**config.mk**
```make
export PLATFORM = sky130hd
export DESIGN_NAME = subblock_drain
export DESIGN_NICKNAME = d
export VERILOG_FILES = /design/src/rtl/conv_drain_pkg.sv /design/src/rtl/drain_byte_counter.sv /design/src/rtl/subblock_drain.sv
export SDC_FILE = /design/constraint.sdc
export NUM_CORES = 1
export LEC_CHECK = 0
export BUFFER_PORTS_ARGS = -buffer_cell sky130_fd_sc_hd__buf_2
export CORE_MARGIN = 5
export CORE_UTILIZATION = 31
export CTS_BUF_LIST = sky130_fd_sc_hd__clkbuf_16
export DETAILED_ROUTE_END_ITERATION = 6
export PLACE_DENSITY_LB_ADDON = 0.15
export SYNTH_ARGS = -nofsm -noshare
export SYNTH_HDL_FRONTEND = slang
export SYNTH_SLANG_ARGS = --single-unit
```
**constraint.sdc**
```tcl
create_clock -name clk -period 2.54 [get_ports clk]
set_clock_uncertainty 0.05 [all_clocks]
set_input_delay 0.381 -clock clk [delete_from_list [all_inputs] [get_ports clk]]
set_output_delay 0.381 -clock clk [all_outputs]
set_load 0.01 [all_outputs]
```
**src/rtl/conv_drain_pkg.sv**
```systemverilog
// Shared types and default sizes for the encoder sub-block drain.
package conv_drain_pkg;

  localparam int unsigned BYTE_W          = 8;
  localparam int unsigned CNT_W           = 10;
  localparam int unsigned DEF_SMALL_BYTES = 132;
  localparam int unsigned DEF_LARGE_BYTES = 768;

  typedef enum logic [2:0] {
    ST_IDLE  = 3'd0,
    ST_READ  = 3'd1,
    ST_LOAD  = 3'd2,
    ST_SEND0 = 3'd3,
    ST_SEND1 = 3'd4,
    ST_SEND2 = 3'd5
  } drain_state_e;

  // One byte index worth of data, one byte per stream.
  typedef struct packed {
    logic [BYTE_W-1:0] s2;
    logic [BYTE_W-1:0] s1;
    logic [BYTE_W-1:0] s0;
  } drain_group_t;

endpackage

```
**src/rtl/drain_byte_counter.sv**
```systemverilog
// Byte-index counter for one drained block; flags the final byte of the
// selected block length and saturates there so it cannot wrap.
module drain_byte_counter
  import conv_drain_pkg::*;
#(
  parameter int unsigned SMALL_BYTES = DEF_SMALL_BYTES,
  parameter int unsigned LARGE_BYTES = DEF_LARGE_BYTES
) (
  input  logic clk,
  input  logic reset,
  input  logic clr,
  input  logic en,
  input  logic len_sel,
  output logic last_c
);

  logic [CNT_W-1:0] count;
  logic [CNT_W-1:0] final_idx;

  assign final_idx = len_sel ? CNT_W'(LARGE_BYTES - 1) : CNT_W'(SMALL_BYTES - 1);
  assign last_c    = (count == final_idx);

  always_ff @(posedge clk or negedge reset) begin
    if (!reset) begin
      count <= '0;
    end else if (clr) begin
      count <= '0;
    end else if (en && !last_c) begin
      count <= count + CNT_W'(1);
    end
  end

endmodule

```
**src/rtl/subblock_drain.sv**
```systemverilog
// Drains the encoder's three output FIFOs one byte index at a time and
// serializes them d0,d1,d2 onto a valid/ready byte stream. Optional macro
// STREAM_TAG_EN adds the out_sel stream-tag output.
module subblock_drain
  import conv_drain_pkg::*;
#(
  parameter int unsigned SMALL_BYTES = DEF_SMALL_BYTES,
  parameter int unsigned LARGE_BYTES = DEF_LARGE_BYTES
) (
  input  logic              clk,
  input  logic              reset,
  input  logic              computation_done,
  input  logic              length_in,
  input  logic              fifo_empty,
  input  logic [BYTE_W-1:0] q0,
  input  logic [BYTE_W-1:0] q1,
  input  logic [BYTE_W-1:0] q2,
  output logic              rdreq_subblock,
  output logic [BYTE_W-1:0] out_data,
  output logic              out_valid,
  input  logic              out_ready,
  output logic              out_last,
  output logic              busy,
`ifdef STREAM_TAG_EN
  output logic [1:0]        out_sel,
`endif
  output logic              err
);

  drain_state_e      state_q, state_d;
  drain_group_t      hold_q;
  logic              len_r;
  logic              handshake;
  logic              last_c;
  logic              cnt_clr, cnt_en, len_load, hold_load;
  logic              err_d, out_valid_d, out_last_d;
  logic [BYTE_W-1:0] out_data_d;

  assign handshake = out_valid & out_ready;

  drain_byte_counter #(
    .SMALL_BYTES (SMALL_BYTES),
    .LARGE_BYTES (LARGE_BYTES)
  ) u_cnt (
    .clk     (clk),
    .reset   (reset),
    .clr     (cnt_clr),
    .en      (cnt_en),
    .len_sel (len_r),
    .last_c  (last_c)
  );

  // Next state plus next values for the registered outputs.
  always_comb begin
    state_d        = state_q;
    rdreq_subblock = 1'b0;
    cnt_clr        = 1'b0;
    cnt_en         = 1'b0;
    len_load       = 1'b0;
    hold_load      = 1'b0;
    err_d          = err;
    out_valid_d    = 1'b0;
    out_data_d     = '0;
    out_last_d     = 1'b0;
    case (state_q)
      ST_IDLE: begin
        if (computation_done) begin
          len_load = 1'b1;
          cnt_clr  = 1'b1;
          err_d    = 1'b0;
          state_d  = ST_READ;
        end
      end
      ST_READ: begin
        if (!fifo_empty) begin
          rdreq_subblock = 1'b1;
          state_d        = ST_LOAD;
        end else begin
          err_d   = 1'b1;
          state_d = ST_IDLE;
        end
      end
      ST_LOAD: begin
        hold_load   = 1'b1;
        out_valid_d = 1'b1;
        out_data_d  = q0;
        state_d     = ST_SEND0;
      end
      ST_SEND0: begin
        out_valid_d = 1'b1;
        if (handshake) begin
          out_data_d = hold_q.s1;
          state_d    = ST_SEND1;
        end else begin
          out_data_d = hold_q.s0;
        end
      end
      ST_SEND1: begin
        out_valid_d = 1'b1;
        if (handshake) begin
          out_data_d = hold_q.s2;
          out_last_d = last_c;
          state_d    = ST_SEND2;
        end else begin
          out_data_d = hold_q.s1;
        end
      end
      ST_SEND2: begin
        if (handshake) begin
          cnt_en  = 1'b1;
          state_d = last_c ? ST_IDLE : ST_READ;
        end else begin
          out_valid_d = 1'b1;
          out_data_d  = hold_q.s2;
          out_last_d  = last_c;
        end
      end
      default: state_d = ST_IDLE;
    endcase
    // A new block announced mid-drain is dropped and flagged.
    if (computation_done && (state_q != ST_IDLE)) begin
      err_d = 1'b1;
    end
  end

  always_ff @(posedge clk or negedge reset) begin
    if (!reset) begin
      state_q   <= ST_IDLE;
      len_r     <= 1'b0;
      hold_q    <= '0;
      out_valid <= 1'b0;
      out_data  <= '0;
      out_last  <= 1'b0;
      busy      <= 1'b0;
      err       <= 1'b0;
    end else begin
      state_q   <= state_d;
      if (len_load) begin
        len_r <= length_in;
      end
      if (hold_load) begin
        hold_q <= {q2, q1, q0};
      end
      out_valid <= out_valid_d;
      out_data  <= out_data_d;
      out_last  <= out_last_d;
      busy      <= (state_d != ST_IDLE);
      err       <= err_d;
    end
  end

`ifdef STREAM_TAG_EN
  // Stream tag follows the SEND state being entered.
  always_ff @(posedge clk or negedge reset) begin
    if (!reset) begin
      out_sel <= 2'd0;
    end else begin
      case (state_d)
        ST_SEND1: out_sel <= 2'd1;
        ST_SEND2: out_sel <= 2'd2;
        default:  out_sel <= 2'd0;
      endcase
    end
  end
`endif

endmodule

```
==> impl_metrics.prom <==
# TYPE chip_impl_metric gauge
chip_impl_metric{name="synthDistinctLibCells",unit=""} 35
chip_impl_metric{name="power.share.switching",unit=""} 0.379
chip_impl_metric{name="clk_pin_slew_worst_paths",unit="ns"} 0.07
chip_impl_info{name="tritoncts_clock_tree",value="done"} 1
chip_impl_metric{name="critical_path_peak_fanout",unit=""} 7
chip_impl_metric{name="post_cts_hold_buffer_count",unit=""} 0
chip_impl_metric{name="dp.final_hpwl",unit="µm"} 3860
chip_impl_metric{name="avgSynthCellArea",unit="µm²"} 9.00
chip_impl_metric{name="share_seq_of_total_power",unit=""} 0.437
chip_impl_metric{name="clkPwrFrac",unit=""} 0.226
chip_impl_metric{name="finalWorstSetupSlack",unit="ns"} 0.610
chip_impl_info{name="worstPathCellList",value="or4_1 -> o22a_1 -> o211ai_1 -> mux2i_1"} 1
chip_impl_metric{name="final_layout_size_suffix_gt1_frac",unit=""} 0.202
chip_impl_info{name="leading_cell_types_in_the_layout_fill_and_taps_excluded",value="99 x sky130_fd_sc_hd__nand2_1, 50 x sky130_fd_sc_hd__dfrtp_1, 42 x sky130_fd_sc_hd__buf_2"} 1
chip_impl_info{name="crit_type",value="reg2reg"} 1
chip_impl_metric{name="final-max-slew-violation-count",unit=""} 0
chip_impl_metric{name="detail_route.wirelength",unit="µm"} 5440
chip_impl_metric{name="cp.required",unit="ns"} 2.71
chip_impl_metric{name="post-cts-setup-buffer-count",unit=""} 0
chip_impl_info{name="worstSetupStartpointType",value="register"} 1
chip_impl_metric{name="timing.final.hold_violations",unit=""} 8
chip_impl_metric{name="num_vias",unit=""} 1884
chip_impl_metric{name="count_of_maximum_capacitance_violations",unit=""} 0
chip_impl_metric{name="netSwitchingPower",unit="mW"} 1.12
chip_impl_metric{name="ctsHtreeMaxLevel",unit=""} 2
chip_impl_info{name="status",value="complete, but fails checks"} 1
chip_impl_metric{name="design.die.area",unit="µm²"} 9230
chip_impl_metric{name="clk-insertion-delay-late",unit="ns"} 0.29
chip_impl_metric{name="tns",unit="ns"} 0
chip_impl_metric{name="area_growth",unit="%"} 21.3
chip_impl_info{name="hold_path.class",value="in2async"} 1
chip_impl_info{name="element_type_at_the_critical_path_end",value="register"} 1
chip_impl_metric{name="syn-instance-count",unit=""} 255
chip_impl_metric{name="timing.critical_path.arrival",unit="ns"} 2.10
chip_impl_metric{name="die_x",unit="µm"} 96.1
chip_impl_metric{name="core_region_area",unit="µm²"} 7210
chip_impl_metric{name="fmax",unit="GHz"} 0.518
chip_impl_metric{name="post-route-min-period",unit="ns"} 1.93
chip_impl_metric{name="cts_max_path_buffers",unit=""} 2
chip_impl_metric{name="finalSetupViolCount",unit=""} 0
chip_impl_metric{name="finalCritPeriodShare",unit=""} 0.760
chip_impl_metric{name="post_synthesis_sequential_area_ratio",unit=""} 0.545
chip_impl_metric{name="timing_worst_slew_pin_value",unit="ns"} 0.580
chip_impl_metric{name="floorplan.initialDensity",unit=""} 0.318
chip_impl_metric{name="p_int",unit="mW"} 1.84
chip_impl_metric{name="port_buffers",unit=""} 42
chip_impl_metric{name="detailedPlace.worstSlack",unit="ns"} 0.610
chip_impl_metric{name="dr.first_iter.drc_count",unit=""} 46
chip_impl_metric{name="fillers",unit=""} 788
chip_impl_metric{name="gpl.final_weighted_congestion",unit=""} 0.782
chip_impl_info{name="grt_setup_unrepaired",value="no"} 1
chip_impl_metric{name="critPathMaxStageDelay",unit="ns"} 0.57
chip_impl_metric{name="avgRoutedWirePerCell",unit="µm"} 13.6
chip_impl_metric{name="yosysWarningCount",unit=""} 0
chip_impl_metric{name="number_of_routed_nets_with_antenna_violations",unit=""} 0
chip_impl_metric{name="pin_count",unit=""} 43
chip_impl_metric{name="hold_ws",unit="ns"} -0.00163
chip_impl_metric{name="largest_net_degree_at_the_start_of_global_routing",unit=""} 25
chip_impl_metric{name="comb_power_share",unit=""} 0.337
chip_impl_info{name="clk_root_buffer_cell",value="sky130_fd_sc_hd__clkbuf_16"} 1
chip_impl_metric{name="net_count_of_the_mapped_netlist",unit=""} 286
chip_impl_info{name="final_common_cell",value="sky130_fd_sc_hd__nand2_1"} 1
chip_impl_metric{name="power.density",unit="nW/µm²"} 1060
chip_impl_metric{name="numClockSinks",unit=""} 50
chip_impl_metric{name="cts_resized",unit=""} 0
chip_impl_metric{name="mappedNetlistArea",unit="µm²"} 2300
chip_impl_metric{name="final_antenna_diode_count",unit=""} 0
chip_impl_metric{name="cts_made_buffers",unit=""} 5
chip_impl_info{name="cp_slowest_cell",value="sky130_fd_sc_hd__or4_1"} 1
chip_impl_metric{name="chipHeight",unit="µm"} 96.1
chip_impl_metric{name="antenna_found_initial",unit=""} 0
chip_impl_metric{name="drt-vias-per-instance",unit=""} 4.70
chip_impl_metric{name="synth.ff_latch_count",unit=""} 50
chip_impl_metric{name="fin_nets",unit=""} 332
chip_impl_metric{name="drc",unit=""} 0
chip_impl_metric{name="global_route_wire_length_before_repair",unit="µm"} 9320
chip_impl_metric{name="relSlewSlack",unit=""} 0.612
chip_impl_metric{name="overflow_left_after_global_routing",unit=""} 0
chip_impl_info{name="violations",value="negative hold slack"} 1
chip_impl_metric{name="power.static_leakage",unit="nW"} 1.42
chip_impl_metric{name="pre_repair_dr_iteration_count",unit=""} 4
chip_impl_metric{name="ir_drop",unit="mV"} 0.477
chip_impl_metric{name="grt_util_all_layers",unit=""} 0.131
chip_impl_metric{name="floorplan.rows",unit=""} 31
chip_impl_metric{name="grt_pass1_vias",unit=""} 1888
## cell type report
cell class | count | area, µm² | area share
Clock buffer | 5 | 125 | 0.0449
Clock inverter | 3 | 20.0 | 0.00719
Inverter | 4 | 15.0 | 0.00539
Multi-Input combinational cell | 192 | 995 | 0.357
Sequential cell | 50 | 1250 | 0.449
Tap cell | 99 | 124 | 0.0445
Timing Repair Buffer | 48 | 255 | 0.0916
## logic make-up after synthesis
group | synth area share
muxes | 0.0349
buffers and inverters | 0.0218
AOI/OAI and AO/OA | 0.114
DFF | 0.545
and+or+nand+nor | 0.279
adders and majority gates | 0.00545
## metrics by stage
step	power (mW)	cell area, µm²	utilization	instances
after floorplan	1.98	2300	-	255
after global placement	2.32	2640	0.366	393
after detailed placement	2.33	2640	0.366	393
after CTS	3.02	2790	0.386	401
after global routing	3.23	2790	0.386	401
final	2.96	2790	0.386	401
## worst max-delay path, delay by kind of cell (launching register included)
kind	cells	cell delay [ns]
AO/OA/AOI/OAI	2	0.57
flip-flops	1	0.44
multiplexers	1	0.22
AND/OR/NAND/NOR	1	0.57
## flip-flops by register name, indices dropped and copies added (netlist names), 3 cells and up
signal,cells
hold_q,24
out_data,8
u_cnt.count,10
state_q,3
## per-layer routing
metal | GRT usage | vias up | routed length (µm) | part of all wire
li1 | - | 959 | - | -
met1 | 0.179 | 894 | 2580 | 0.47
met2 | 0.205 | 25 | 2590 | 0.48
met3 | 0.0321 | 6 | 192 | 0.035
met4 | 0.0391 | 0 | 74 | 0.014
met5 | 0 | - | 0 | 0
## cell usage after synthesis
library cell,number,area share
sky130_fd_sc_hd__a2111o_1,1,0.0049
sky130_fd_sc_hd__a2111oi_0,1,0.0038
sky130_fd_sc_hd__a211oi_1,3,0.0098
sky130_fd_sc_hd__a21bo_2,1,0.0044
sky130_fd_sc_hd__a21o_1,1,0.0033
sky130_fd_sc_hd__a21oi_1,9,0.020
sky130_fd_sc_hd__a22o_1,1,0.0038
sky130_fd_sc_hd__a22oi_1,9,0.029
sky130_fd_sc_hd__and2_1,1,0.0027
sky130_fd_sc_hd__and3_1,2,0.0054
sky130_fd_sc_hd__buf_2,1,0.0022
sky130_fd_sc_hd__clkbuf_1,8,0.013
sky130_fd_sc_hd__dfrtp_1,50,0.54
sky130_fd_sc_hd__ha_1,1,0.0054
sky130_fd_sc_hd__inv_1,4,0.0065
sky130_fd_sc_hd__mux2i_1,8,0.035
sky130_fd_sc_hd__nand2_1,99,0.16
sky130_fd_sc_hd__nand2b_1,7,0.019
sky130_fd_sc_hd__nand3_1,13,0.028
sky130_fd_sc_hd__nand3_2,1,0.0044
sky130_fd_sc_hd__nand3b_1,1,0.0033
sky130_fd_sc_hd__nand4_1,3,0.0082
sky130_fd_sc_hd__nand4_2,1,0.0054
sky130_fd_sc_hd__nor2_1,6,0.0098
sky130_fd_sc_hd__nor2b_1,2,0.0054
sky130_fd_sc_hd__nor3_1,2,0.0044
sky130_fd_sc_hd__nor4_1,1,0.0027
sky130_fd_sc_hd__o211ai_1,2,0.0065
sky130_fd_sc_hd__o21ai_0,7,0.015
sky130_fd_sc_hd__o221ai_1,1,0.0038
sky130_fd_sc_hd__o22a_1,1,0.0038
sky130_fd_sc_hd__o22ai_2,1,0.0054
sky130_fd_sc_hd__or2_2,2,0.0054
sky130_fd_sc_hd__or3_1,1,0.0027
sky130_fd_sc_hd__or4_1,3,0.0098
## final timing paths
check	cells past startpoint	end	slack, ns	start
max	4	u_cnt.count[0]	0.61	u_cnt.count[2]
min	1	len_r	-0.002	reset
max reg2reg	4	u_cnt.count[0]	0.61	u_cnt.count[2]
min reg2reg	2	hold_q[6]	0.43	hold_q[6]
max in group asynchronous	2	hold_q[8]	1.84	reset
min in group clk	3	hold_q[22]	0.22	q2[6]
## power groups by stage
stage | clock network [mW] | registers [mW] | logic [mW]
floorplan | 0 | 1.26 | 0.718
global placement | 0 | 1.30 | 1.02
detailed placement | 0 | 1.30 | 1.03
CTS | 0.693 | 1.30 | 1.03
global route | 0.720 | 1.33 | 1.17
finish | 0.670 | 1.29 | 1.00
No activity file was read; power rests on OpenSTA's default activity.
